===== src/rtl/add_cnt_dff_slices.sv =====
// Bit-slice reference datapath: ripple-carry adder, synchronous up-counter and
// loadable register, each assembled from replicated one-bit cells.

// Full-adder cell.
module add_slice (
    input  logic a,
    input  logic b,
    input  logic ci,
    output logic s,
    output logic co
);
    always_comb begin
        s  = a ^ b ^ ci;
        co = (a & b) | (a & ci) | (b & ci);
    end
endmodule

// Loadable counter-bit cell; toggles when enabled and every lower bit is one.
module cnt_slice (
    input  logic clk,
    input  logic rst,
    input  logic load,
    input  logic enab,
    input  logic d,
    input  logic ci,
    output logic q,
    output logic co
);
    logic q_d, q_q;

    always_comb begin
        q_d = q_q;
        if (load)
            q_d = d;
        else if (enab)
            q_d = q_q ^ ci;
    end

    always_ff @(posedge clk) begin
        if (rst)
            q_q <= 1'b0;
        else
            q_q <= q_d;
    end

    assign q  = q_q;
    assign co = q_q & ci;
endmodule

// Enabled D-flip-flop cell.
module dff_slice (
    input  logic clk,
    input  logic rst,
    input  logic load,
    input  logic d,
    output logic q
);
    logic q_d, q_q;

    always_comb begin
        q_d = q_q;
        if (load)
            q_d = d;
    end

    always_ff @(posedge clk) begin
        if (rst)
            q_q <= 1'b0;
        else
            q_q <= q_d;
    end

    assign q = q_q;
endmodule

module add_cnt_dff_slices #(
    parameter int DWIDTH = 8,
    parameter int CWIDTH = 5
) (
    input  logic              clk,
    input  logic              rst,
    input  logic [DWIDTH-1:0] add_a,
    input  logic [DWIDTH-1:0] add_b,
    input  logic              add_ci,
    output logic [DWIDTH-1:0] add_sum,
    output logic              add_co,
    input  logic              cnt_load,
    input  logic              cnt_enab,
    input  logic [CWIDTH-1:0] cnt_in,
    output logic [CWIDTH-1:0] cnt_out,
    output logic              cnt_tc,
    input  logic              reg_load,
    input  logic [DWIDTH-1:0] reg_in,
    output logic [DWIDTH-1:0] reg_out
);
    logic [DWIDTH:0] add_c;
    logic [CWIDTH:0] cnt_c;

    assign add_c[0] = add_ci;
    assign add_co   = add_c[DWIDTH];

    for (genvar i = 0; i < DWIDTH; i++) begin : g_add
        add_slice u_add (
            .a  (add_a[i]),
            .b  (add_b[i]),
            .ci (add_c[i]),
            .s  (add_sum[i]),
            .co (add_c[i+1])
        );
    end

    // Increment chain: bit 0 always sees a carry, so the top carry is the terminal count.
    assign cnt_c[0] = 1'b1;
    assign cnt_tc   = cnt_c[CWIDTH];

    for (genvar i = 0; i < CWIDTH; i++) begin : g_cnt
        cnt_slice u_cnt (
            .clk  (clk),
            .rst  (rst),
            .load (cnt_load),
            .enab (cnt_enab),
            .d    (cnt_in[i]),
            .ci   (cnt_c[i]),
            .q    (cnt_out[i]),
            .co   (cnt_c[i+1])
        );
    end

    for (genvar i = 0; i < DWIDTH; i++) begin : g_reg
        dff_slice u_reg (
            .clk  (clk),
            .rst  (rst),
            .load (reg_load),
            .d    (reg_in[i]),
            .q    (reg_out[i])
        );
    end
endmodule


===== config.mk =====
export PLATFORM = sky130hd
export DESIGN_NAME = add_cnt_dff_slices
export DESIGN_NICKNAME = d
export VERILOG_FILES = /design/src/rtl/add_cnt_dff_slices.sv
export SDC_FILE = /design/constraint.sdc
export NUM_CORES = 1
export LEC_CHECK = 0
export ABC_AREA = 1
export CORE_MARGIN = 8
export CORE_UTILIZATION = 35
export DETAILED_ROUTE_END_ITERATION = 10
export PLACE_DENSITY_LB_ADDON = 0.2
export SETUP_SLACK_MARGIN = 0.3
export SLEW_MARGIN = 20
export SYNTH_ARGS = -nofsm -noshare
export SYNTH_HDL_FRONTEND = slang
export SYNTH_SLANG_ARGS = --single-unit

===== constraint.sdc =====
create_clock -name clk -period 7.8 [get_ports clk]
set_input_delay 1.56 -clock clk [delete_from_list [all_inputs] [get_ports clk]]
set_output_delay 1.56 -clock clk [all_outputs]
set_load 0.05 [all_outputs]

### Word-level counts from Yosys, hierarchy flattened

Cells that the tools add are included.
Widths: inputs -> output; s select.

* register bits: 13
* bits in latches: 0
* bits in writable memories: 0
* memory bits (read-only): 0
* bits of input ports: 35
* output and inout bits: 23
* logic and storage cells: 89
* memories: 0

* $add $sub $neg: 0
* $mul: 0
* divide/modulo/power cells: 0
* order comparisons: 0
* equal/unequal tests: 0
* shift-type cells: 0
* mux-type cells: 10
* bitwise gates (word level): 65
* reductions and logical operators: 1

Operator list (count)
* $and 1x1->1: 28
* $xor 1x1->1: 20
* $or 1x1->1: 16
* $mux 1: 10
* $reduce_bool 2->1: 1
* $not 1->1: 1

### Depth between registers and ports, before layout

Gate-level depths: netlist of the first run.

* depth in word-level cells: 24
* gate-level depth with buffers: 13
* gate-level depth less buffers: 12

### By module

A second synthesis of the first run with hierarchy kept.

* cells, all modules: 115
* area, all modules: 855.8 µm²

By module, submodules not included
* dff_slice: instances 8, cells an instance 7, area each 45.0 µm², seq. area each 20.0 µm²
* cnt_slice: instances 5, cells an instance 10, area each 66.3 µm², seq. area each 20.0 µm²
* add_slice: instances 8, cells an instance 1, area each 20.0 µm², seq. area each 0.0 µm²
* add_cnt_dff_slices: instances 1, cells an instance 1, area each 3.8 µm², seq. area each 0.0 µm²

### Worst setup path after synthesis of the first run

No wires, ideal clock.

* kind: input port to output port
* start point: input add_a[0]
* end point: output add_sum[7]
* data arrival time: 4.759 ns
* required time: 6.240 ns
* slack: 1.481 ns
* stages: 13
* buffers on the path: 1
* cells stage by stage: inv_1 -> fa_1 -> inv_1 -> fa_1 -> fa_1 -> fa_1 -> fa_1 -> fa_1 -> fa_1 -> inv_1 -> fa_1 -> inv_1 -> buf_4

* longest elaborated chain between the ends: 22
* elaborated cells between the ends (all ways): 29
* classes of those cells: 29 x bitwise

Ends and longest elaborated chain
* start: declaration: line 82 `input logic [DWIDTH-1:0] add_a,`
* $and 1x1->1: line 14 `co = (a & b) | (a & ci) | (b & ci);`
* $or 1x1->1 (*) (2 in a row): line 14
* $and 1x1->1: line 14
* $or 1x1->1: line 14
* $or 1x1->1 (*): line 14
* $and 1x1->1: line 14
* $or 1x1->1: line 14
* $or 1x1->1 (*): line 14
* [... 5 more ...]
* $or 1x1->1 (*): line 14
* $and 1x1->1: line 14
* $or 1x1->1: line 14
* $or 1x1->1 (*): line 14
* $and 1x1->1: line 14
* $or 1x1->1: line 14
* $or 1x1->1 (*): line 14
* $xor 1x1->1 (*): line 13 `s = a ^ b ^ ci;`
* end: declaration: line 85 `output logic [DWIDTH-1:0] add_sum,`

Every way passes the cells marked *; elsewhere a longest branch is shown, timed or not.

### Worst setup path after layout of the first run

* start point: input add_a[0]
* end point: output add_co

* longest elaborated chain between the ends: 24
* elaborated cells between the ends (all ways): 32
* classes of those cells: 32 x bitwise

Ends and longest elaborated chain
* $and 1x1->1: line 14
* $or 1x1->1 (*) (2 in a row): line 14
* $and 1x1->1: line 14
* $or 1x1->1: line 14
* $or 1x1->1 (*): line 14
* $and 1x1->1: line 14
* $or 1x1->1: line 14
* $or 1x1->1 (*): line 14
* [... 7 more ...]
* $or 1x1->1: line 14
* $or 1x1->1 (*): line 14
* $and 1x1->1: line 14
* $or 1x1->1: line 14
* $or 1x1->1 (*): line 14
* $and 1x1->1: line 14
* $or 1x1->1: line 14
* $or 1x1->1 (*): line 14
* end: declaration: line 86 `output logic add_co,`

Marked as above.

==> impl_metrics.ini, run 1 <==
[status]
status = finished clean

[finish]
area_delta_synth_final_pct = 51.36
insertedDiodeCount = 0
final_util_pct = 56.11
nNetsFinal = 202
multi_input_area_um2 = 425.4
mostFrequentLayoutCells = 56 x clkdlybuf4s50_1, 16 x nor2_1, 15 x inv_1, 15 x nand2_1, 13 x dfxtp_1
instances_no_fill = 184
drive_above_1_share_pct = 4.545
n_fill_cell = 245
final_common_cell = clkdlybuf4s50_1
area.sequential_um2 = 260.3

[sta]
setup-violations-final = 0
skew_ns = 0.001662
rsz0062_at_grt = false
final_hold_viol_count = 0
worst_slew_pin_slew_ns = 0.5120
finalCritPeriodShare_pct = 90.53
max_freq_mhz = 141.6
holdWs_ns = 0.4898
setup-tns-final_ns = 0
slew_viol_final = 0
relSlewSlack_pct = 65.76
finalCriticalPeriod_ns = 7.061

[global_routing]
grt_pass1_wl_um = 3843
grt_max_degree = 14
antenna_found_initial = 0
grt-busiest-layer = met2
grt_overflow_total = 0
globalRouteMet2Util_pct = 20.31
grt_pass1_vias = 882
met1_usage_pct = 10.52
grt_usage_pct = 10.75
use_met3_pct = 4.305

[clock_tree]
cts_sinks = 13
numCtsBuffers = 3
cts_tree = built
clkTransAtPathRegs_ns = 0.08
root_buffer = clkbuf_4
cts_hold_buffers = 0
clk_latency_ns = 0.27
htreeDepth = 1
clk_path_buf_depth = 2

[worst_setup_path]
cp-end-kind = output port
startpoint = add_a[0]
arrival_ns = 5.50
critPathLaunchType = input port
critPathMaxFanout = 1
rrSetupSlack_ns = 6.21
critPathRequiredTime_ns = 6.24
rr_startpoint = g_cnt[0].u_cnt.q
crit_type = in -> out

[routing]
ant_nets = 0
vias = 791
drc = 0
wl_per_cell_um = 12.39
drtIter0Drc = 40
vias_per_cell = 4.299
drtPass1Iterations = 2
wl_um = 2280

[logic_synthesis]
syn-instance-count = 115
yosys_warnings = 0
synth_top_area_cell = dfxtp_1
netlist.area_leader.share_pct = 28.34
synth-seq-cells = 13
synth_fp_nets = 162
synth.avg_cell_area_um2 = 7.986
synth_area_leaders = dfxtp_1 28%, buf_4 18%, fa_1 17%
synthesis.area_um2 = 918.4
synth.yosys.seq_area_share_pct = 28.34
yosysUniqueCellTypes = 12

[floorplan]
core_area_mm2 = 0.002477
start_util_pct = 37.07
die_h_um = 67.23
die_w_um = 67.23
dieArea_mm2 = 0.004519
ioPinCount = 58
std_cell_rows = 18

[run]
drv_cap = 0

[placed_design]
place_inst = 180
finalWeightedCongestion = 0.7149
dp_hpwl_um = 1965
port_buffers = 57

[worst_hold_path]
hold_start = g_reg[3].u_reg.q
hp-class = reg -> reg

[pwr]
power.total_mw = 0.2278
power_density_mw_per_mm2 = 163.9
p_leak_nw = 0.6550
peakVddDrop_mv = 0.1000
==> logic make-up after synthesis <==
logic type	share of synthesized area, %
buffers and inverters	25.34
adders and majority gates	22.89
and+or+nand+nor	19.07
DFF	28.34
AOI/OAI and AO/OA	4.360
==> layout make-up <==
class	instances	area share (%)
inverter	18	4.860
timing repair buffer	57	41.22
multi-input combinational	62	30.60
tap	30	2.700
clock buffer	4	1.890
sequential	13	18.72
==> power by group <==
part / internal, mW / switching, mW / total (mW)
Sequential: 0.0709 / 0.00278 / 0.0737
Combinational: 0.0450 / 0.0685 / 0.114
Clock: 0.0198 / 0.0208 / 0.0406
==> layer usage <==
metal  wire length [µm]  share of wire [%]
met1                784                 34
met2               1243                 55
met3                252                 11
met4                  0                  0
met5                  0                  0
==> synthesized netlist by cell type <==
master and count:
buf_4 22, dfxtp_1 13, fa_1 8, ha_1 4, inv_1 15, inv_2 3, nand2_1 15, nand3_1 9
nand3b_1 1, nor2_1 16, nor2_2 1, o21ai_1 8
==> final timing paths <==
check	cells past startpoint	endpoint
worst max register to register	8	g_cnt[4].u_cnt.q
worst max-delay path	14	add_co
worst min-delay path	2	g_reg[3].u_reg.q
worst min register to register	2	g_reg[3].u_reg.q
==> flip-flops by register name, summed over array words and instances, names as in the netlist <==
name	count
g.u_reg.q	8
g_cnt.u_cnt.q	5
==> timing repair <==
action / 4_1_cts / 5_1_grt
buffers inserted: 0 / 0
gates resized for setup: 0 / 1
setup endpoints to repair: 0 / 1
==> metrics by stage <==
stage	setup WS (ns)	area (µm²)
floorplan	1.481	918.4
global placement	0.4201	1361
detailed placement	0.3307	1361
CTS	0.3281	1388
global route	0.5758	1390
finish	0.7389	1390
==> critical path, cell delays in order <==
cell and delay [ns]:
clkdlybuf4s50_1 0.40, inv_1 0.08, fa_1 0.17, inv_1 0.05, fa_1 0.37, fa_1 0.40
fa_1 0.41, fa_1 0.39, fa_1 0.38, fa_1 0.36, inv_1 0.07, fa_1 0.15
inv_1 0.04, clkdlybuf4s50_1 0.69
(Power assumes the default switching activity.)
==> inputs of run 2 (changes only) <==
--- a/config.mk
+++ b/config.mk
@@ -11,7 +11,7 @@
 export DETAILED_ROUTE_END_ITERATION = 10
 export PLACE_DENSITY_LB_ADDON = 0.2
 export SETUP_SLACK_MARGIN = 0.3
-export SLEW_MARGIN = 20
+export SLEW_MARGIN = 15
 export SYNTH_ARGS = -nofsm -noshare
 export SYNTH_HDL_FRONTEND = slang
 export SYNTH_SLANG_ARGS = --single-unit
==> results of run 2 <==
The final DEF is identical to that of run 1; final timing and power are the same.
==> inputs of run 3 (changes only) <==
--- a/config.mk
+++ b/config.mk
@@ -6,8 +6,10 @@
 export NUM_CORES = 1
 export LEC_CHECK = 0
 export ABC_AREA = 1
+export ABC_CLOCK_PERIOD_IN_PS = 7800
 export CORE_MARGIN = 8
 export CORE_UTILIZATION = 35
+export CTS_BUF_LIST = sky130_fd_sc_hd__clkbuf_8
 export DETAILED_ROUTE_END_ITERATION = 10
 export PLACE_DENSITY_LB_ADDON = 0.2
 export SETUP_SLACK_MARGIN = 0.3
==> impl_metrics.ini, run 3 (synthesis gave the netlist of run 1 again) <==
[finish]
n_fill_cell = 246
drive_above_1_share_pct = 4.545
mostFrequentLayoutCells = 56 x clkdlybuf4s50_1, 16 x inv_1, 16 x nor2_1, 15 x nand2_1, 13 x dfxtp_1
largest_register_ffs = 8
final_util_pct = 56.87
instances_no_fill = 184
area_delta_synth_final_pct = 53.41
insertedDiodeCount = 0
final_common_cell = clkdlybuf4s50_1
area.sequential_um2 = 260.3
multi_input_area_um2 = 425.4
nNetsFinal = 202

[routing]
drtIter0Drc = 52
drc = 0
wl_um = 2258
wl_per_cell_um = 12.27
vias_per_cell = 4.266
vias = 785
ant_nets = 0
drtPass1Iterations = 4

[run]
drv_cap = 0

[worst_setup_path]
critPathMaxStageDelay_ns = 0.69
crit_path_top_delay_cell = clkdlybuf4s50_1
cp_common_cell = fa_1
cp-end-kind = output port
path_cells = clkdlybuf4s50_1, inv_1, fa_1, inv_1, fa_1, fa_1, fa_1, fa_1, fa_1, fa_1, inv_1, fa_1, inv_1, clkdlybuf4s50_1
cp_top_family = adder cells
arrival_ns = 5.50
critPathLaunchType = input port
critPathBufInv = 6
critPathRequiredTime_ns = 6.24
crit_type = in -> out
critPathMaxFanout = 1

[pwr]
peakVddDrop_mv = 0.1052
p_leak_nw = 0.6670
power.total_mw = 0.2442
power_density_mw_per_mm2 = 173.4

[sta]
skew_ns = 0.001621
setup-tns-final_ns = 0
relSlewSlack_pct = 65.80
max_freq_mhz = 141.6
setup-violations-final = 0
worst_slew_pin_slew_ns = 0.5115
fin_ws_ns = 0.7386
final_hold_viol_count = 0
finalCriticalPeriod_ns = 7.061
slew_viol_final = 0
rsz0062_at_grt = false
finalCritPeriodShare_pct = 90.53

[placed_design]
place_inst = 180
port_buffers = 57
finalWeightedCongestion = 0.7149
dp_hpwl_um = 1965
dpl_worst_slack_ns = 0.3307

[global_routing]
grt_overflow_total = 0
grt_usage_pct = 10.55
grt_pass1_wl_um = 3822
grt_pass1_vias = 873
antenna_found_initial = 0
grt_max_degree = 14

[clock_tree]
root_buffer = clkbuf_8
clk_path_buf_depth = 2
cts_setup_buffers = 0
clkTransAtPathRegs_ns = 0.05
cts_hold_buffers = 0
htreeDepth = 1
cts_tree = built
clk_latency_ns = 0.23
numCtsBuffers = 3
cts_sinks = 13

[floorplan]
core_area_mm2 = 0.002477
die_h_um = 67.23
ioPinCount = 58
std_cell_rows = 18
start_util_pct = 37.07
die_w_um = 67.23
dieArea_mm2 = 0.004519

[status]
status = finished clean

[worst_hold_path]
hp-class = reg -> reg
[run 3: cell type report]
cell class              count  area share (%)
clock buffers               3           2.931
well taps                  30           2.664
flip-flops and latches     13           18.47
clock inverters             1          0.2664
inverters                  18           4.796
repair buffers             57           40.68
multi-input cells          62           30.20
[run 3: what timing repair did]
item / in CTS / in global routing
setup endpoints to repair: 0 / 1
gates resized for setup: 0 / 1
hold endpoints to repair: 0 / 0
[run 3: path summary, 6_finish.rpt]
kind                                  startpoint               end  slack (ns)  cells past startpoint
worst min register to register  g_reg[3].u_reg.q  g_reg[3].u_reg.q        0.49                      2
worst max register to register  g_cnt[0].u_cnt.q  g_cnt[4].u_cnt.q        6.22                      8
worst min-delay path            g_reg[3].u_reg.q  g_reg[3].u_reg.q        0.49                      2
worst max-delay path                    add_a[0]            add_co        0.74                     14
[run 3: per-layer routing]
| layer | share of wire (%) | track usage, % | vias to the layer above |
|---|---|---|---|
| met5 | 0 | 0 | - |
| li1 | - | - | 405 |
| met3 | 12 | 4.305 | 0 |
| met4 | 0 | 1.567 | 0 |
| met2 | 54 | 20.31 | 28 |
| met1 | 34 | 10.52 | 352 |
[run 3: through the flow]
| stage | hold WS [ns] | instance area, µm² |
|---|---|---|
| detailed placement | 0.4732 | 1361 |
| global placement | 0.4635 | 1361 |
| CTS | 0.4876 | 1406 |
| finish | 0.4855 | 1409 |
| global route | 0.5096 | 1409 |
| floorplan | 0.4540 | 918.4 |
[run 3: power breakdown]
part / internal, mW / total (mW) / switching (mW)
clock: 0.0346 / 0.0569 / 0.0223
sequential: 0.0710 / 0.0738 / 0.00273
combinational: 0.0450 / 0.114 / 0.0685
[run 3: worst min-delay path: cells and delay by family, from the launching register on]
kind	cells	cell delay (ns)
AOI/OAI and AO/OA	1	0.06
and+or+nand+nor	1	0.07
DFF	1	0.32
